`config.mk`:
```
export PLATFORM = sky130hd
export DESIGN_NAME = dmem_port_arbiter
export DESIGN_NICKNAME = d
export VERILOG_FILES = /design/src/rtl/dmem_arb_pkg.sv /design/src/rtl/rr_arb2.sv /design/src/rtl/dmem_port_arbiter.sv
export SDC_FILE = /design/constraint.sdc
export NUM_CORES = 1
export LEC_CHECK = 0
export ABC_AREA = 1
export CAP_MARGIN = 10
export CORE_MARGIN = 10
export CORE_UTILIZATION = 42
export CTS_CLUSTER_SIZE = 16
export DETAILED_ROUTE_END_ITERATION = 8
export GPL_TIMING_DRIVEN = 0
export HOLD_SLACK_MARGIN = 0.02
export MAX_ROUTING_LAYER = met4
export PLACE_DENSITY = 0.81
export SYNTH_ARGS = -nofsm -noshare
export SYNTH_HDL_FRONTEND = slang
export SYNTH_SLANG_ARGS = --single-unit
```
`constraint.sdc`:
```
create_clock -name clk -period 1.8 [get_ports clk]
set_input_delay 0.36 -clock clk [delete_from_list [all_inputs] [get_ports clk]]
set_output_delay 0.36 -clock clk [all_outputs]
set_load 0.005 [all_outputs]
```
`src/rtl/dmem_arb_pkg.sv`:
```
// Shared definitions for the mips_16 data-memory port arbiter: FSM states,
// requester identifiers and the supported memory-latency range.
package dmem_arb_pkg;

  typedef enum logic [1:0] {
    ST_IDLE = 2'd0,
    ST_BUSY = 2'd1,
    ST_DONE = 2'd2
  } arb_state_e;

  localparam logic REQ_CPU = 1'b0;
  localparam logic REQ_DBG = 1'b1;

  localparam int MEM_LAT_MIN = 1;
  localparam int MEM_LAT_MAX = 15;
  localparam int LAT_W       = 4;

endpackage

```
`src/rtl/rr_arb2.sv`:
```
// Two-way round-robin picker: a lone requester wins, a tie goes to the
// requester that did not win last time.
module rr_arb2
  import dmem_arb_pkg::*;
(
  input  logic [1:0] i_req,
  input  logic       i_last,
  output logic       o_win,
  output logic       o_any
);

  assign o_any = |i_req;
  assign o_win = (&i_req) ? ~i_last : i_req[REQ_DBG];

endmodule

```
`src/rtl/dmem_port_arbiter.sv`:
```
// Shares the mips_16 data-memory port between the CPU load/store path and the
// debug/loader port; one access in flight, fixed read latency MEM_LAT.
module dmem_port_arbiter
  import dmem_arb_pkg::*;
#(
  parameter int DATA_W  = 16,
  parameter int ADDR_W  = 16,
  parameter int MEM_LAT = 1
) (
  input  logic              clk,
  input  logic              reset_n,
  input  logic              cpu_req,
  input  logic              cpu_we,
  input  logic [ADDR_W-1:0] cpu_addr,
  input  logic [DATA_W-1:0] cpu_wdata,
  output logic              cpu_gnt,
  output logic              cpu_rvalid,
  output logic [DATA_W-1:0] cpu_rdata,
  output logic              cpu_stall,
  input  logic              dbg_req,
  input  logic              dbg_we,
  input  logic [ADDR_W-1:0] dbg_addr,
  input  logic [DATA_W-1:0] dbg_wdata,
  output logic              dbg_gnt,
  output logic              dbg_rvalid,
  output logic [DATA_W-1:0] dbg_rdata,
  output logic              mem_en,
  output logic              mem_we,
  output logic [ADDR_W-2:0] mem_addr,
  output logic [DATA_W-1:0] mem_wdata,
  input  logic [DATA_W-1:0] mem_rdata,
  output logic              misalign
);

  if (MEM_LAT < MEM_LAT_MIN || MEM_LAT > MEM_LAT_MAX) begin : g_bad_lat
    $error("dmem_port_arbiter: MEM_LAT must be within 1..15");
  end

  arb_state_e        r_state;
  arb_state_e        w_state_nxt;
  logic [LAT_W-1:0]  r_lat_cnt;
  logic              r_win;
  logic              r_we;
  logic              r_last;
  logic [1:0]        w_req;
  logic              w_win;
  logic              w_any;
  logic              w_grant;
  logic              w_mem_done;
  logic              w_we;
  logic [ADDR_W-1:0] w_addr;
  logic [DATA_W-1:0] w_wdata;

  assign w_req = {dbg_req, cpu_req};

  rr_arb2 u_rr_arb2 (
    .i_req  (w_req),
    .i_last (r_last),
    .o_win  (w_win),
    .o_any  (w_any)
  );

  // The DONE cycle also arbitrates so back-to-back accesses need no idle bubble.
  assign w_grant    = ((r_state == ST_IDLE) || (r_state == ST_DONE)) && w_any;
  assign w_mem_done = (r_state == ST_BUSY) && (r_lat_cnt == '0);

  assign w_we    = (w_win == REQ_DBG) ? dbg_we    : cpu_we;
  assign w_addr  = (w_win == REQ_DBG) ? dbg_addr  : cpu_addr;
  assign w_wdata = (w_win == REQ_DBG) ? dbg_wdata : cpu_wdata;

  assign cpu_stall = cpu_req & ~cpu_rvalid;

  always_ff @(posedge clk or negedge reset_n) begin
    if (!reset_n) begin
      r_state   <= ST_IDLE;
      r_lat_cnt <= '0;
    end else begin
      r_state <= w_state_nxt;
      if (w_grant) begin
        r_lat_cnt <= LAT_W'(MEM_LAT);
      end else if ((r_state == ST_BUSY) && (r_lat_cnt != '0)) begin
        r_lat_cnt <= r_lat_cnt - LAT_W'(1);
      end
    end
  end

  always_comb begin
    w_state_nxt = r_state;
    case (r_state)
      ST_IDLE, ST_DONE: w_state_nxt = w_any ? ST_BUSY : ST_IDLE;
      ST_BUSY:          if (r_lat_cnt == '0) w_state_nxt = ST_DONE;
      default:          w_state_nxt = ST_IDLE;
    endcase
  end

  always_ff @(posedge clk or negedge reset_n) begin
    if (!reset_n) begin
      cpu_gnt    <= 1'b0;
      dbg_gnt    <= 1'b0;
      cpu_rvalid <= 1'b0;
      dbg_rvalid <= 1'b0;
      cpu_rdata  <= '0;
      dbg_rdata  <= '0;
      mem_en     <= 1'b0;
      mem_we     <= 1'b0;
      mem_addr   <= '0;
      mem_wdata  <= '0;
      misalign   <= 1'b0;
      r_win      <= REQ_CPU;
      r_we       <= 1'b0;
      r_last     <= REQ_DBG;
    end else begin
      cpu_gnt    <= 1'b0;
      dbg_gnt    <= 1'b0;
      cpu_rvalid <= 1'b0;
      dbg_rvalid <= 1'b0;
      mem_en     <= 1'b0;
      mem_we     <= 1'b0;
      misalign   <= 1'b0;
      if (w_grant) begin
        cpu_gnt   <= (w_win == REQ_CPU);
        dbg_gnt   <= (w_win == REQ_DBG);
        mem_en    <= 1'b1;
        mem_we    <= w_we;
        mem_addr  <= w_addr[ADDR_W-1:1];
        mem_wdata <= w_wdata;
        misalign  <= w_addr[0];
        r_win     <= w_win;
        r_we      <= w_we;
        r_last    <= w_win;
      end
      // Stores complete with zero read data so a stale load value never leaks out.
      if (w_mem_done) begin
        if (r_win == REQ_CPU) begin
          cpu_rvalid <= 1'b1;
          cpu_rdata  <= r_we ? '0 : mem_rdata;
        end else begin
          dbg_rvalid <= 1'b1;
          dbg_rdata  <= r_we ? '0 : mem_rdata;
        end
      end
    end
  end

endmodule
```
=== After elaboration in Yosys (flattened, before gate mapping) ===
Cells that the tools add are included.

* Reduce and logical (&&, ||, !) cells: 13
* Shift operators: 0
* Bitwise logic cells: 5
* Add/sub/neg operators: 1
* Multiply operators: 0
* Magnitude comparators: 0
* Equal/unequal tests: 3
* Divide/modulo/power cells: 0
* Muxes and demuxes: 19

{| class="wikitable"
|+ Operators with widths
! kind !! number
|-
| $mux W16 || 3
|-
| $mux W1 || 12
|-
| $mux W4 || 2
|-
| $reduce_and A2 Y1 || 3
|-
| $logic_not A4 Y1 || 1
|-
| $not A1 Y1 || 4
|-
| $pmux W2 S2 || 1
|-
| $reduce_bool A4 Y1 || 1
|-
| $reduce_or A2 Y1 || 2
|-
| $sub A4 B1 Y4 const B || 1
|-
| $logic_and A1 B1 Y1 || 3
|-
| $eq A2 B1 Y1 const B || 1
|-
| $eq A2 B2 Y1 const B || 1
|-
| $logic_not A2 Y1 || 1
|-
| $mux W2 || 1
|-
| $ne A2 B1 Y1 const B || 1
|-
| $reduce_bool A2 Y1 || 1
|-
| $and A1 B1 Y1 || 1
|-
| $logic_or A1 B1 Y1 || 1
|}

* Bits in registers: 79
* Input port bits: 86
* Memories kept: 0
* Output and inout port bits: 71
* Logic and storage cells: 57
* Bits in writable memories: 0
* Latch bits: 0
* Bits in read-only memories: 0

=== Depth between registers and ports, before layout ===
* Word-level depth: 4
* Gate-level depth with buffers: 9
* Gate-level depth less buffers: 8

=== Hierarchy ===
A second synthesis with hierarchy kept.

* Cell total of the unflattened synthesis: 408
* Area total of the unflattened synthesis: 3,384.5 um^2

{| class="wikitable"
|+ By module, submodules not included
! module !! times used !! area an instance (um^2) !! seq. area each (um^2) !! cells an instance
|-
| dmem_port_arbiter || 1 || 3,369.5 || 1,978.1 || 405
|-
| rr_arb2 || 1 || 15.0 || 0.0 || 3
|}

=== Worst setup path after synthesis ===
No wires, ideal clock.

* Kind: flip-flop to flip-flop
* Start point: register r_lat_cnt[0]
* End point: register cpu_rdata[5]
* Data required time: 1.683 ns
* Period minus slack after synthesis: 1.408 ns
* Cell stages (with the launch flop): 9
* Setup time: 0.117 ns
* Path slack: 0.392 ns
* Buffers on the path: 1
* Data arrival time: 1.292 ns
* Cells stage by stage: dfrtp_1 > inv_1 > ha_1 > nand2_2 > nor2_4 > nand3_4 > buf_2 > nand2_1 > nand2_1

* Cells in the longest elaborated chain, start to end: 3

{| class="wikitable"
|+ Ends and longest elaborated chain
! item !! line !! text
|-
| start: declaration || dmem_port_arbiter.sv:41 || <nowiki>logic [LAT_W-1:0] r_lat_cnt;</nowiki>
|-
| start signal: assignment || dmem_port_arbiter.sv:80 || <nowiki>r_lat_cnt <= LAT_W'(MEM_LAT);</nowiki>
|-
| start signal: assignment || dmem_port_arbiter.sv:82 || <nowiki>r_lat_cnt <= r_lat_cnt - LAT_W'(1);</nowiki>
|-
| $logic_not A4 Y1 || dmem_port_arbiter.sv:65 || <nowiki>assign w_mem_done = (r_state == ST_BUSY) && (r_lat_cnt == '0);</nowiki>
|-
| $logic_and A1 B1 Y1 || dmem_port_arbiter.sv:65 ||
|-
| $reduce_and A2 Y1 (no line) || n/a ||
|-
| end signal: assignment || dmem_port_arbiter.sv:136 || <nowiki>cpu_rdata <= r_we ? '0 : mem_rdata;</nowiki>
|-
| end: declaration || dmem_port_arbiter.sv:18 || <nowiki>output logic [DATA_W-1:0] cpu_rdata,</nowiki>
|}

Every way passes these cells.
A chain may end at the register's enable or synchronous reset.

=== Worst setup path in the final report ===
* Start point: register cpu_rvalid
* End point: output cpu_stall

* Cells in the longest elaborated chain, start to end: 2

{| class="wikitable"
|+ Ends and longest elaborated chain
! item !! line !! text
|-
| start: declaration || dmem_port_arbiter.sv:17 || <nowiki>output logic cpu_rvalid,</nowiki>
|-
| start signal: assignment || dmem_port_arbiter.sv:100 || <nowiki>cpu_rvalid <= 1'b0;</nowiki>
|-
| start signal: assignment || dmem_port_arbiter.sv:115 || <nowiki>cpu_rvalid <= 1'b0;</nowiki>
|-
| start signal: assignment || dmem_port_arbiter.sv:135 || <nowiki>cpu_rvalid <= 1'b1;</nowiki>
|-
| $not A1 Y1 || dmem_port_arbiter.sv:71 || <nowiki>assign cpu_stall = cpu_req & ~cpu_rvalid;</nowiki>
|-
| $and A1 B1 Y1 || dmem_port_arbiter.sv:71 ||
|-
| end: declaration || dmem_port_arbiter.sv:19 || <nowiki>output logic cpu_stall,</nowiki>
|}

Every way passes these cells.

==> metrics <==
Final ANT Viol Nets=0; WL final=about 11,000 µm; global-route met1 utilization=0.175; Syn Std Cell Area=3430 µm²; synth-to-layout area growth=55.7%; Worst EP required=1.44 ns; vias post-DR=3,211; most common library cell in the layout ignoring fill and taps=nand2_1; Yosys warning total=0; mean post-synth cell area=8.39 µm²; Die X=110 µm; post-synthesis async set-or-reset flop share=1.00; Synth top area share=0.569; Vias/cell=4.69; r2r worst-path depth=8; Worst-path clk slew=around 0.090 ns; worst min path class=in -> async; Final setup violation count=0; worst endpoint data arrival time=1.41 ns; hpwl dp=8410 µm; post-synthesis sequential area ratio=0.576; Total Routing Usage GR=0.170; register area=1980 µm²; number of global-route vias before repair=3,400; slew margin rel.=0.743; initial core utilization=0.438; count of cell types in the netlist=24; status=finished, final reports clean; CTS Buf Count=9; Post-synth EDFFs=0; I/O pins=157; largest net degree at the start of global routing=60; Iter 0 DRT Violations=104; fin crit period=1.77 ns; fillers=~650; Setup WS pre-CTS=-0.197 ns; multi-input logic area=roughly 1200 µm²; total power=~0.0082 W; share of cells above drive strength 1=0.0840; Setup CP Type=reg -> out; post-route insts no fill=685; clock buffer depth=2; register bit total from synthesis=79; cell count after placement=668; I/O Buffers=156; GRT overflow=0; first-pass GRT wire length=around 17,000 µm; crit path from=cpu_rvalid; FF-to-FF End=dbg_rdata[7]; diode count=0; CTS tree=yes; max-capacitance violation count=0; syn_nets=497; Core ar.=7850 µm²; Setup crit end=cpu_stall; die area=between 10,000 and 15,000 µm²; GR Layer Usage met3=0.0470; Critical R2R Launch=r_lat_cnt[0]; Critical Path Sink Type=output pin; FMAX=565 MHz; worst-margin pin slew=0.385 ns; drt pass-1 iters=4; setup slack, reg-to-reg=0.18 ns; clock sinks=79; Static Leak=around 2.6 nW; largest area contributor in the netlist=dfrtp_1; nature of the critical path startpoint=register; crit-path max FO=2; unrepaired setup endpoints after global routing=no; GR peak layer=met2; DRC=0; met2 Track Usage GR=0.298; WL per Instance=roughly 16 µm; Root Buffer=clkbuf_8; # rows=32; gp weighted congestion=a little over 0.8; final core utilization=0.681; Post-Syn Instances=approximately 410; slack of the critical path=0.0314 ns; initial antenna violation count=0; Final Cycle Share=0.983; final hold violation count=0; top cells by area, synth=dfrtp_1 57%, nand2_1 23%, nand3_1 5.0%; Synth Flop Type=dfrtp_1; clk_skew=0.0133 ns; die height=110 µm; latest clock arrival within the worst-skew pair=0.34 ns; H-tree depth=3; most frequent cells in the layout=212 x nand2_1, 154 x clkdlybuf4s50_1, 78 x dfrtp_1, 34 x nand3_1, 24 x inv_1; fin nets=around 670; pwr/cell area=1530 nW/µm²; Final Max Tran Viols=0; Peak VDD IR=631 µV
worst min-delay path by stage:
stage	end	cells past startpoint
floorplan	cpu_gnt	0
global placement	r_last	2
detailed placement	dbg_rdata[2]	1
CTS	dbg_rdata[2]	2
global route	dbg_rdata[2]	2
finish	dbg_rdata[2]	2
state kept, by name (all words and copies together) (netlist names), 2 cells and up:
name	cells
mem_wdata	16
r_lat_cnt	4
mem_addr	15
cpu_rdata	16
dbg_rdata	16
r_state	2
critical path, stage by stage, from the launching register on:
cell and delay, ns:
dfrtp_1 0.39, nor2_1 0.14, clkdlybuf4s50_1 0.54
final cells by class:
type,instances,area share
flip-flops and latches,79,0.370
repair buffers,158,0.298
multi-input cells,283,0.227
clock buffers,11,0.0246
well taps,102,0.0239
inverters,31,0.0229
plain buffers,16,0.0220
clock inverters,5,0.0110
cells in the mapped netlist, types with 2 or more instances:
cell	number
inv_4	2
nand3_4	2
nand4_1	2
nand3_1	34
nand2_2	3
inv_2	4
ha_1	2
buf_4	3
inv_1	24
dfrtp_1	78
nor2_1	19
nor2_4	2
o21ai_1	2
buf_6	5
buf_2	7
nand2_1	212
cell families (layout without fill, tap and decap cells):
logic type                 after synthesis  after routing  synth area share
adders and majority gates                2              2           0.00729
AOI/OAI and AO/OA                        4              4           0.00911
buffers and inverters                   47            221            0.0700
and+or+nand+nor                        277            277             0.337
DFF                                     79             79             0.576
where the power goes:
part / internal, W / switching (W)
Clock: 0.000642 / 0.000639
Sequential: 0.00258 / 0.000448
Combinational: 0.00207 / 0.00179
Total: 0.00529 / 0.00287
timing repair:
item | in CTS | in global routing
buffers inserted | 0 | 0
hold buffers | 1 | 0
setup endpoints to repair | 1 | 0
resized for setup | 1 | 0
endpoints found under the hold margin | 20 | 0
metal layers:
| metal | wire length [µm] | vias to the layer above |
|---|---|---|
| met5 | 0 | - |
| met1 | 4070 | 1498 |
| met2 | 5560 | 112 |
| met3 | 698 | 20 |
| li1 | - | 1581 |
| met4 | 284 | 0 |
per-stage QoR:
stage / instance area [µm²] / TNS, ns / hold WS (ns)
3_5_place_dp: 5150 / -0.197 / 0.267
4_1_cts: 5350 / 0 / 0.442
5_1_grt: 5350 / 0 / 0.462
3_3_place_gp: 5120 / -193.60 / 0.457
2_1_floorplan: 3430 / 0 / 0.0644
6_report: 5350 / 0 / 0.438
No activity file was read; power rests on OpenSTA's default activity.
